===== config.mk =====
export PLATFORM = sky130hd
export DESIGN_NAME = ssd_counter
export DESIGN_NICKNAME = d
export VERILOG_FILES = /design/src/rtl/ssd_pkg.sv /design/src/rtl/bin2bcd16.sv /design/src/rtl/ssd_counter.sv
export SDC_FILE = /design/constraint.sdc
export NUM_CORES = 1
export LEC_CHECK = 0
export BUFFER_PORTS_ARGS = -buffer_cell sky130_fd_sc_hd__buf_2
export CORE_UTILIZATION = 61
export CTS_CLUSTER_DIAMETER = 200
export DETAILED_ROUTE_END_ITERATION = 6
export GPL_TIMING_DRIVEN = 0
export PLACE_DENSITY_LB_ADDON = 0.12
export SLEW_MARGIN = 30
export SYNTH_ARGS = -nofsm -noshare
export SYNTH_HDL_FRONTEND = slang
export SYNTH_HIERARCHICAL = 1
export SYNTH_SLANG_ARGS = --single-unit

===== constraint.sdc =====
create_clock -name clk -period 4.3 [get_ports clk]
set_clock_uncertainty 0.1 [all_clocks]
set_input_delay 0.86 -clock clk [delete_from_list [all_inputs] [get_ports clk]]
set_output_delay 0.86 -clock clk [all_outputs]
set_load 0.05 [all_outputs]

===== src/rtl/ssd_pkg.sv =====
// Shared constants for the seven-segment scan driver: digit-select encoding,
// anode one-hot patterns, segment decode table and blank codes.
package ssd_pkg;

    typedef enum logic [1:0] {
        DIG0 = 2'd0,
        DIG1 = 2'd1,
        DIG2 = 2'd2,
        DIG3 = 2'd3
    } digit_sel_e;

    localparam logic [3:0] ANODE_BLANK = 4'b1111;
    localparam logic [6:0] SEG_BLANK   = 7'b1111111;

    // Active-low digit enables, indexed by digit select; entry 0 is the rightmost digit.
    localparam logic [3:0] ANODE_ON [4] = '{4'b1110, 4'b1101, 4'b1011, 4'b0111};

    // Active-low segments {a,b,c,d,e,f,g}, indexed by nibble value 0..F.
    localparam logic [6:0] SEG_TABLE [16] = '{
        7'b0000001, 7'b1001111, 7'b0010010, 7'b0000110,
        7'b1001100, 7'b0100100, 7'b0100000, 7'b0001111,
        7'b0000000, 7'b0000100, 7'b0001000, 7'b1100000,
        7'b0110001, 7'b1000010, 7'b0110000, 7'b0111000
    };

endpackage


===== src/rtl/bin2bcd16.sv =====
// Combinational 16-bit binary to four-digit BCD converter (double dabble).
// Inputs above 9999 saturate to 9999.
module bin2bcd16 (
    input  logic [15:0] binIn,
    output logic [15:0] bcdOut
);

    logic [13:0] satVal;
    logic [15:0] bcdAcc;

    always_comb begin
        satVal = (binIn > 16'd9999) ? 14'd9999 : binIn[13:0];
        bcdAcc = '0;
        // After saturation only 14 bits are significant, so 14 shift steps suffice.
        for (int unsigned i = 0; i < 14; i++) begin
            for (int unsigned n = 0; n < 4; n++) begin
                if (bcdAcc[4*n +: 4] >= 4'd5) begin
                    bcdAcc[4*n +: 4] = bcdAcc[4*n +: 4] + 4'd3;
                end
            end
            bcdAcc = {bcdAcc[14:0], satVal[13 - i]};
        end
    end

    assign bcdOut = bcdAcc;

endmodule


===== src/rtl/ssd_counter.sv =====
// Four-digit seven-segment scan driver: snapshots displayNumber once per scan
// and multiplexes it onto active-low anodes/segments. Define SSD_BCD_EN for decimal display.
module ssd_counter
    import ssd_pkg::*;
#(
    parameter int unsigned REFRESH_BITS = 20
) (
    input  logic        clk,
    input  logic        reset_n,
    input  logic [15:0] displayNumber,
    output logic [3:0]  anode,
    output logic [6:0]  ssdOut
);

    logic [REFRESH_BITS-1:0] refresh;
    logic [15:0]             snap;
    logic [15:0]             dispDigits;
    logic [3:0]              digit;
    digit_sel_e              sel;

    assign sel = digit_sel_e'(refresh[REFRESH_BITS-1 -: 2]);

`ifdef SSD_BCD_EN
    bin2bcd16 u_bin2bcd16 (
        .binIn  (snap),
        .bcdOut (dispDigits)
    );
`else
    assign dispDigits = snap;
`endif

    always_comb begin
        digit = dispDigits[3:0];
        unique case (sel)
            DIG0: digit = dispDigits[3:0];
            DIG1: digit = dispDigits[7:4];
            DIG2: digit = dispDigits[11:8];
            DIG3: digit = dispDigits[15:12];
            default: digit = dispDigits[3:0];
        endcase
    end

    // Outputs decode the pre-load snap, so the new value shows one cycle after the wrap.
    always_ff @(posedge clk or negedge reset_n) begin
        if (!reset_n) begin
            refresh <= '0;
            snap    <= '0;
            anode   <= ANODE_BLANK;
            ssdOut  <= SEG_BLANK;
        end else begin
            refresh <= refresh + REFRESH_BITS'(1);
            if (refresh == '0) begin
                snap <= displayNumber;
            end
            anode  <= ANODE_ON[sel];
            ssdOut <= SEG_TABLE[digit];
        end
    end

endmodule


* Yosys cells after proc, flatten, opt, wreduce, memory -nomap -nowiden *
Memory sizes are Yosys's and may differ from the RTL's. A register that Yosys moved wholly into a read port is not among the register bits.
Index checks and enable logic that the tools add are counted.
Widths: inputs -> output; s select.

storage, ports and cells
  output and inout port bits = 11
  register bits = 40
  logic and storage cells = 18
  memories = 1
  bits of input ports = 18
  memory bits (read-only) = 112

memory list
  memory            depth  bits a word  rd ports  clocked after Yosys merged registers in  wr ports  line               source
  (name not given)  16     7            1         1                                        0         ssd_counter.sv:56  ssdOut <= SEG_TABLE[digit];

operators by class
  order comparisons = 1
  $add $sub $neg = 1
  multiplexer cells = 4
  bitwise logic cells = 2
  reductions and logical operators = 3
  equal/unequal tests = 3

operators with widths
  kind                   count
  $add 20x1->20 const B  1
  $logic_not 20->1       1
  $pmux 4 s4             1
  $bmux 4 s2             1
  $mux 4                 2
  $not 4->5              1
  $eq 2x2->1 const B     2
  $ge 3x3->1 const B     1
  $not 2->3              1
  $eq 2x1->1 const B     1
  $logic_not 2->1        1
  $logic_not 1->1        1

* Depth between registers and ports, before layout *
Gate-level depths: netlist of run 1.

  depth after elaboration = 4
  gate-level depth with buffers = 8
  gate-level depth less buffers = 7

* Worst setup path before layout of run 1 *
OpenSTA, ideal clock, no wires.

  path type = flip-flop to flip-flop
  start point = register refresh[10]
  end point = register snap[10] (netlist: dispDigits[10])
  buffers on the path = 1
  data required time = 4075 ps
  cell stages (with the launch flop) = 6
  clock period less this slack = 2186 ps
  data arrival time = 1961 ps
  library setup time = 125 ps
  path slack = 2114 ps
  path through = dfrtp_1 or4_1 or4_4 nor2_8 buf_12 mux2_4

on the way
  longest elaborated chain between the ends = 1

ends and longest elaborated chain
  element                 line               source
  start, declared         ssd_counter.sv:15  logic [REFRESH_BITS-1:0] refresh;
  start signal, assigned  ssd_counter.sv:51  refresh <= refresh + REFRESH_BITS'(1);
  $logic_not 20->1        ssd_counter.sv:52  if (refresh == '0) begin
  end signal, assigned    ssd_counter.sv:53  snap <= displayNumber;
  end, declared           ssd_counter.sv:16  logic [15:0] snap;

Every way passes these cells.
A chain may end at the register's enable or synchronous reset.

* Worst setup path in the final report of run 1 *
  start point = register refresh[7]
  end point = register snap[12] (netlist: dispDigits[12])

The elaborated chain is that of the path after synthesis.

==> results of run 1 <==
-- placed cells by master (no fill, tap or decap), types with 9 or more instances in the layout --
cell | netlist | layout
nand3_1 | 12 | 12
buf_2 | 1 | 28
dfrtp_1 | 36 | 36
inv_1 | 9 | 9
xnor2_1 | 10 | 10
dfstp_2 | 11 | 11
nor2_1 | 9 | 9
mux2_4 | 10 | 10
-- power by group --
part	internal, W	switching, W	total, W
logic	0.0000289	0.0000460	0.0000749
clock network	0.000137	0.000133	0.000271
registers	0.000459	0.00000562	0.000465
-- worst max path at each step --
stage	endpoint	slack, ps	depth (start not counted)	from
floorplan	dispDigits[10]$_DFFE_PN0N_	2110	5	refresh[10]$_DFF_PN0_
detailed placement	dispDigits[12]$_DFFE_PN0N_	2000	5	refresh[10]$_DFF_PN0_
global placement	dispDigits[6]$_DFFE_PN0N_	2000	5	refresh[10]$_DFF_PN0_
CTS	dispDigits[12]$_DFFE_PN0N_	1970	5	refresh[10]$_DFF_PN0_
finish	dispDigits[12]$_DFFE_PN0N_	1970	5	refresh[7]$_DFF_PN0_
global route	dispDigits[12]$_DFFE_PN0N_	1920	5	refresh[10]$_DFF_PN0_
-- routing by layer --
metal  wire length [um]  GRT usage, %
met5                  0             0
met3                158          5.47
met1               1580          28.6
met4                 76          10.2
met2               1740          34.0
-- sequential cells by signal, summed over array words and instances, names as in the netlist --
name        flops
dispDigits     16
refresh        20
anode           4
ssdOut          7
-- cell usage after synthesis, drive strengths merged, types with 5 or more instances --
cell,number
dfrtp,36
mux2,18
nand3,12
dfstp,11
nor2,10
xnor2,10
inv,9
ha,8
xor2,8
nand2,7
mux4,5
-- through the flow --
stage	cells	area [sq um]	utilization (%)	hold WS [ps]	power (W)
2_1_floorplan	169	2230	-	353	0.000521
3_3_place_gp	243	2420	71.0	361	0.000545
3_5_place_dp	243	2420	71.0	367	0.000548
4_1_cts	251	2510	73.5	398	0.000820
5_1_grt	251	2510	73.6	399	0.000845
6_report	251	2510	73.6	373	0.000810
-- final cells by class --
cell class	count	share of cell area [%]
Clock inverter	2	1.39
Tap cell	46	2.29
Multi-Input combinational cell	109	38.4
Timing Repair Buffer	28	5.68
Buffer	4	1.44
Inverter	9	1.34
Sequential cell	47	47.4
Clock buffer	6	2.04
-- logic make-up (layout without fill, tap and decap cells) --
family | Yosys count | in the layout | synth area share (%)
flip-flops | 47 | 47 | 53.5
XOR/XNOR | 18 | 18 | 7.08
buffers and inverters | 13 | 49 | 3.15
multiplexers | 23 | 23 | 15.9
AND/OR/NAND/NOR | 49 | 49 | 12.5
AO/OA/AOI/OAI | 11 | 11 | 3.43
adder cells (fa/ha/maj) | 8 | 8 | 4.50
-- critical path: stages, from the launching register on --
cell     delay, ps
dfrtp_1        470
or4_1          520
or4_4          470
nor2_8         190
buf_12         170
mux2_4         300
==> reports/results.txt, run 1 <==
worst hold path class - in2async
Initial Util - 65.2%
pwr dens - 323 nW/um^2
Max Fanout on Critical Path - 10
flops & latches, synth - 47
Final Slew Violations - 0
IO Count - 29
die width - 62.4 um
critical path capture point type - flop
# DRC - 0
Multi-input gate area - 966 sq um
reg2reg path depth - 5
actual slew at the worst max-slew pin - 743 ps
Ys Warns - 6
cell area after synthesis - 2230 sq um
Core Region - 3420 sq um
Max IR drop VDD - 0.273 mV
reg-to-reg setup timing slack - 1970 ps
Detailed Routing Iterations Pass 1 - 4
Antenna diodes - 0
die span in y - 62.4 um
Setup Buffers After CTS - 0
count of input and output buffers - 28
final setup vio count - 0
final hold vios - 0
async set-or-reset flop fraction in the synthesized netlist - 100%
initial antenna violation count - 0
Final min period - 2330 ps
DP Worst Slack - 2000 ps
clock sinks - 47
vias in the first global route - 1420
cell accounting for the most synthesized area - dfrtp_1
routed wire length - 3560 um
Clk Latency, worst-skew pair - 360 ps
vias - 1397
top-area cell type share of the netlist area - 40.5%
Filler cells - 234
first-pass GRT wire length - 6490 um
clock transition at the registers of the reported paths - 130 ps
total negative slack - 0 ps
full die area - 3890 sq um
largest net degree at the start of global routing - 48
Rel. slew slack - 50.0%
GR Overflow Total - 0
critical path arrival - 2490 ps
syn nets - 195
number of H-tree levels - 2
Fmax - 0.428 GHz
CTS root buf - clkbuf_4
layout cells sized above 1 - 37.6%
synth top area cells - dfrtp_1 (40%), dfstp_2 (13%), mux2_4 (6.7%)
setup ws final - 1970 ps
Post-Syn Instances - 169
Leak - 1.16 nW
Longest Clk Path Bufs - 2
CP startpoint kind - flop
reg2reg end - dispDigits[12]$_DFFE_PN0N_
cts hold-fix bufs - 0
register area share after synthesis - 53.5%
number of DRC markers in iteration 0 - 54
Period Utilization, post-route - 54.3%
routed len/inst - 14.2 um
Vias/cell - 5.57
GPL Wtd Cong - 0.901
Max Cap Violations - 0
outcome - finished clean
RSZ-0062 raised after global routing - no
Req. time, crit path - 4450 ps
DPL Wire Length - 2580 um
EDFF count, synth - 0
Sequential Area - 1190 sq um
post-synth cell types - 37
CTS tree - built
syn_area_per_cell - 13.2 sq um
Synth Flop Type - dfrtp_1
antenna-violating nets left - 0
Layout area overhead - 12.9%
Resized Gates After CTS - 0
GRT Overall Usage - 21.7%
num rows - 21
Num CTS Buffers - 5
Setup Crit Path Kind - reg2reg
Crit Reg-Reg Startpoint - refresh[7]$_DFF_PN0_
Nets - 230
Note: power is estimated with default switching activity, not from simulation.
==> run 2, diff against run 1 <==
--- a/config.mk
+++ b/config.mk
@@ -6,7 +6,7 @@
 export NUM_CORES = 1
 export LEC_CHECK = 0
 export BUFFER_PORTS_ARGS = -buffer_cell sky130_fd_sc_hd__buf_2
-export CORE_UTILIZATION = 61
+export CORE_UTILIZATION = 51
 export CTS_CLUSTER_DIAMETER = 200
 export DETAILED_ROUTE_END_ITERATION = 6
 export GPL_TIMING_DRIVEN = 0
==> constraint.sdc (replaced) <==
create_clock -name clk -period 2 [get_ports clk]
set_clock_uncertainty 0.1 [all_clocks]
set_input_delay 0.4 -clock clk [delete_from_list [all_inputs] [get_ports clk]]
set_output_delay 0.4 -clock clk [all_outputs]
set_load 0.05 [all_outputs]
==> run 2 against run 1 <==
Compared with the run above:
- the flow now finishes with violations (negative hold slack, negative setup slack)
- largest cell class unchanged
- die area grew 19%
- count of clock-buffer cells in the layout grew 1
- global-route usage shrank 1.8 points
- via count grew 3.1%
- worst setup slack lost 2200 ps
- hold slack lost 380 ps
- wire length grew 13%
- first-iteration DRC count is the same
- highest routed layer unchanged
- power grew 120%
- non-clock buffer count grew 14
==> reports/results.txt, run 2 (synthesis gave the netlist of run 1 again) <==
outcome - finished, violations left
failing checks - negative hold slack, negative setup slack
critical path capture point type - flop
reg2reg end - dispDigits[10]$_DFFE_PN0N_
number of H-tree levels - 2
worst hold slack - -6.67 ps
vias in the first global route - 1421
Crit Reg-Reg Startpoint - refresh[10]$_DFF_PN0_
RSZ-0062 raised after global routing - yes
GR Overflow Total - 0
die width - 68.1 um
final hold vios - 2
Initial Util - 54.5%
GRT Overall Usage - 20.0%
Multi-input gate area - 1060 sq um
Setup crit end - dispDigits[10]$_DFFE_PN0N_
setup ws final - -225 ps
Max IR drop VDD - 0.460 mV
clock transition at the registers of the reported paths - 90 ps
largest net degree at the start of global routing - 48
Final Slew Violations - 0
Fmax - 0.449 GHz
Max Fanout on Critical Path - 10
Max Cap Violations - 0
Detailed Routing Iterations Pass 1 - 4
Longest Clk Path Bufs - 2
DP Worst Slack - -320 ps
Post-DP Area - 2430 sq um
routed wire length - 4010 um
leading cell type in the layout, fill and taps excluded - dfrtp_1
CTS root buf - clkbuf_8
num rows - 23
die span in y - 68.1 um
DPL Wire Length - 2630 um
Filler cells - 323
clock sinks - 47
CP startpoint kind - flop
number of DRC markers in iteration 0 - 54
most used cell, CP - or4_4
largest reg by FF count - refresh
worst hold path class - in2async
IO Count - 29
total negative slack - -3460 ps
Leak - 1.24 nW
Clk Latency, worst-skew pair - 300 ps
CTS tree - built
crit-path cells - or4_4 > or4_4 > nor2_8 > buf_12 > mux2_4
Setup Crit Path Kind - reg2reg
most frequent cells in the layout - dfrtp_1 (35), buf_2 (28), nand3_1 (12), buf_4 (12), dfstp_2 (11)
full die area - 4630 sq um
Period Utilization, post-route - 111%
Setup crit start - refresh[10]$_DFF_PN0_
Vias/cell - 5.36
Req. time, crit path - 2080 ps
# DRC - 0
Rel. slew slack - 61.6%
initial antenna violation count - 0
max reg flops - 20
reg2reg path depth - 5
first-pass GRT wire length - 6640 um
layout cells sized above 1 - 50.2%
reg-to-reg setup timing slack - -230 ps
final setup vio count - 16
Sequential Area - 1190 sq um
Antenna diodes - 0
routed len/inst - 14.9 um
actual slew at the worst max-slew pin - 576 ps
Final min period - 2230 ps
antenna-violating nets left - 0
Num CTS Buffers - 5
Layout area overhead - 24.4%
GPL Wtd Cong - 0.767
Core Region - 4090 sq um
vias - 1441
pwr dens - 656 nW/um^2
design area - 2770 sq um
count of input and output buffers - 28
Nets - 244
slowest CP cell - or4_4
CP peak stage delay - 520 ps
critical path arrival - 2310 ps
run 2: layout make-up:
type | count | area share (%)
Sequential cell | 47 | 43.0
Multi-Input combinational cell | 109 | 38.4
Clock inverter | 1 | 0.271
Tap cell | 50 | 2.26
Inverter | 9 | 1.49
Clock buffer | 7 | 3.48
Buffer | 4 | 1.72
Timing Repair Buffer | 42 | 9.35
run 2: metrics by stage:
stage	cells	utilization [%]	power [W]
after floorplan	169	-	0.00112
after global placement	247	59.4	0.00117
after detailed placement	247	59.4	0.00118
after CTS	262	63.5	0.00180
after global routing	269	67.8	0.00190
final	269	67.8	0.00182
run 2: worst min-delay path by stage:
stage / start / endpoint / slack [ps] / depth (start not counted)
after detailed placement: refresh[18]$_DFF_PN0_ / anode[0]$_DFF_PN1_ / 370 / 1
after CTS: reset_n / refresh[11]$_DFF_PN0_ / 200 / 1
after global placement: refresh[18]$_DFF_PN0_ / anode[0]$_DFF_PN1_ / 360 / 1
after floorplan: reset_n / dispDigits[0]$_DFFE_PN0N_ / 4 / 0
after global routing: reset_n / refresh[8]$_DFF_PN0_ / 30 / 1
final: reset_n / refresh[7]$_DFF_PN0_ / -7 / 1
run 2: worst max-delay path: cells and delay by family, from the launching register on:
family        cells  cell delay, ps
simple gates      3            1140
mux               1             300
buf+inv           1             160
flops             1             400
run 2: repair_timing:
| item | 4_1_cts | 5_1_grt |
|---|---|---|
| gates resized for setup | 5 | 28 |
| hold buffers | 0 | 0 |
| setup buffers | 7 | 7 |
| setup endpoints to repair | 21 | 24 |
| pin swaps | 1 | 7 |
run 2: metal layers:
metal  GRT usage [%]  vias up  wire length [um]
met4            7.03        0                53
met2            30.3       28              1930
li1                -      687                 -
met3            5.50        6               131
met1            27.3      720              1890
met5               0        -                 0
run 2: where the power goes:
group | internal, W | switching (W) | leakage [nW]
logic | 0.0000784 | 0.000114 | 0.628
clock network | 0.000314 | 0.000312 | 0.0505
registers | 0.000986 | 0.0000117 | 0.565
==> run 3, diff against run 2 <==
--- a/config.mk
+++ b/config.mk
@@ -9,10 +9,10 @@
 export CORE_UTILIZATION = 51
 export CTS_CLUSTER_DIAMETER = 200
 export DETAILED_ROUTE_END_ITERATION = 6
-export GPL_TIMING_DRIVEN = 0
 export PLACE_DENSITY_LB_ADDON = 0.12
 export SLEW_MARGIN = 30
 export SYNTH_ARGS = -nofsm -noshare
 export SYNTH_HDL_FRONTEND = slang
 export SYNTH_HIERARCHICAL = 1
 export SYNTH_SLANG_ARGS = --single-unit
+export TNS_END_PERCENT = 50
==> run 3 against run 2 <==
Compared with the run above:
- the flow finishes with violations (negative setup slack)
- first-iteration DRC count grew 50%
- die area is the same
- sequential cell count is the same
- core utilization decreased by 0.83 points
- final area shrank 1.2%
- power shrank 0.89%
==> reports/results.txt, run 3 (synthesis gave the netlist of run 1 again) <==
HP Start - displayNumber[8]
Num CTS Buffers - 5
critical path capture point type - flop
CTS root buf - clkbuf_8
full die area - 4630 sq um
Hold Path End - dispDigits[8]$_DFFE_PN0N_
Longest Clk Path Bufs - 2
vias in the first global route - 1541
final setup vio count - 17
total negative slack - -2440 ps
number of DRC markers in iteration 0 - 81
most frequent cells in the layout - dfrtp_1 (36), buf_2 (28), mux2_4 (15), buf_4 (15), nand3_1 (12)
Max Cap Violations - 0
largest reg by FF count - refresh
Clk Latency, worst-skew pair - 300 ps
Crit Reg-Reg Startpoint - refresh[10]$_DFF_PN0_
Core Region - 4090 sq um
worst hold path class - in2reg
Layout area overhead - 22.9%
die width - 68.1 um
reg-to-reg setup timing slack - -170 ps
initial antenna violation count - 0
Tot Pwr - 0.00180 W
failing checks - negative setup slack
Setup Buffers After CTS - 0
# DRC - 0
GPL Wtd Cong - 0.752
number of H-tree levels - 2
Filler cells - 319
Detailed Routing Iterations Pass 1 - 4
DPL Wire Length - 3030 um
count of input and output buffers - 28
Sequential Area - 1190 sq um
CP startpoint kind - flop
pwr dens - 659 nW/um^2
Multi-input gate area - 1000 sq um
outcome - finished, violations left
Leak - 1.28 nW
largest net degree at the start of global routing - 29
first-pass GRT wire length - 7030 um
layout cells sized above 1 - 45.0%
num rows - 23
Rel. slew slack - 68.5%
clock transition at the registers of the reported paths - 80 ps
Nets - 247
reg2reg path depth - 5
Final min period - 2170 ps
DP Worst Slack - -182 ps
Setup crit start - refresh[10]$_DFF_PN0_
WHS Path Cells - 2
Setup Crit Path Kind - reg2reg
RSZ-0062 raised after global routing - yes
Final Slew Violations - 0
IO Count - 29
critical path arrival - 2250 ps
Max Fanout on Critical Path - 4
CTS tree - built
Antenna diodes - 0
GR Overflow Total - 0
Period Utilization, post-route - 108%
die span in y - 68.1 um
GRT Overall Usage - 21.6%
Fmax - 0.461 GHz
actual slew at the worst max-slew pin - 473 ps
vias - 1442
final hold vios - 0
Vias/cell - 5.30
routed wire length - 4100 um
clock sinks - 47
Initial Util - 54.5%
reg2reg end - dispDigits[13]$_DFFE_PN0N_
Max IR drop VDD - 0.438 mV
setup ws final - -169 ps
routed len/inst - 15.1 um
Req. time, crit path - 2080 ps
antenna-violating nets left - 0
max reg flops - 20
leading cell type in the layout, fill and taps excluded - dfrtp_1
==> run 3: layout make-up <==
type                    count  share of cell area [%]
flip-flops and latches     47                    43.5
multi-input cells         109                    36.7
clock buffers               8                    3.66
well taps                  50                    2.29
repair buffers             49                    12.6
inverters                   9                    1.24
==> run 3: where the power goes <==
group / switching [W] / total [W] / internal [W]
clock: 0.000307 / 0.000622 / 0.000316
combinational: 0.000106 / 0.000180 / 0.0000735
sequential: 0.0000128 / 0.000999 / 0.000986
total: 0.000426 / 0.00180 / 0.00138
==> run 3: layer usage <==
layer / track usage, % / part of all wire [%] / up-vias
li1: - / - / 693
met1: 27.1 / 45 / 704
met2: 34.7 / 48 / 37
met3: 4.67 / 4.0 / 8
met4: 11.2 / 2.2 / 0
met5: 0 / 0 / -
==> run 3: through the flow <==
step | area (sq um) | hold slack (ps) | util (%) | cells
2_1_floorplan | 2230 | 4.41 | - | 169
3_3_place_gp | 2580 | 267 | 63.1 | 263
3_5_place_dp | 2580 | 285 | 63.1 | 263
4_1_cts | 2720 | 218 | 66.4 | 272
5_1_grt | 2740 | 217 | 66.9 | 272
6_report | 2740 | 232 | 66.9 | 272
==> run 3: worst max-delay path: stages (launching register included) <==
cell,delay (ps)
dfrtp_1,380
or4_1,510
or4_4,460
nor2_8,150
buf_4,160
mux2_4,300
==> run 3: how the worst max path moves through the flow <==
| stage | endpoint | depth (start not counted) |
|---|---|---|
| after CTS | dispDigits[13]$_DFFE_PN0N_ | 5 |
| after detailed placement | dispDigits[3]$_DFFE_PN0N_ | 5 |
| final | dispDigits[13]$_DFFE_PN0N_ | 5 |
| after global routing | dispDigits[13]$_DFFE_PN0N_ | 5 |
| after floorplan | dispDigits[10]$_DFFE_PN0N_ | 5 |
| after global placement | dispDigits[15]$_DFFE_PN0N_ | 5 |
==> run 3: repair_timing <==
action	in CTS	in global routing
hold buffers	1	0
resized for setup	9	6
pin swaps	0	1
endpoints found under the hold margin	16	0
endpoints found under the setup margin	19	20
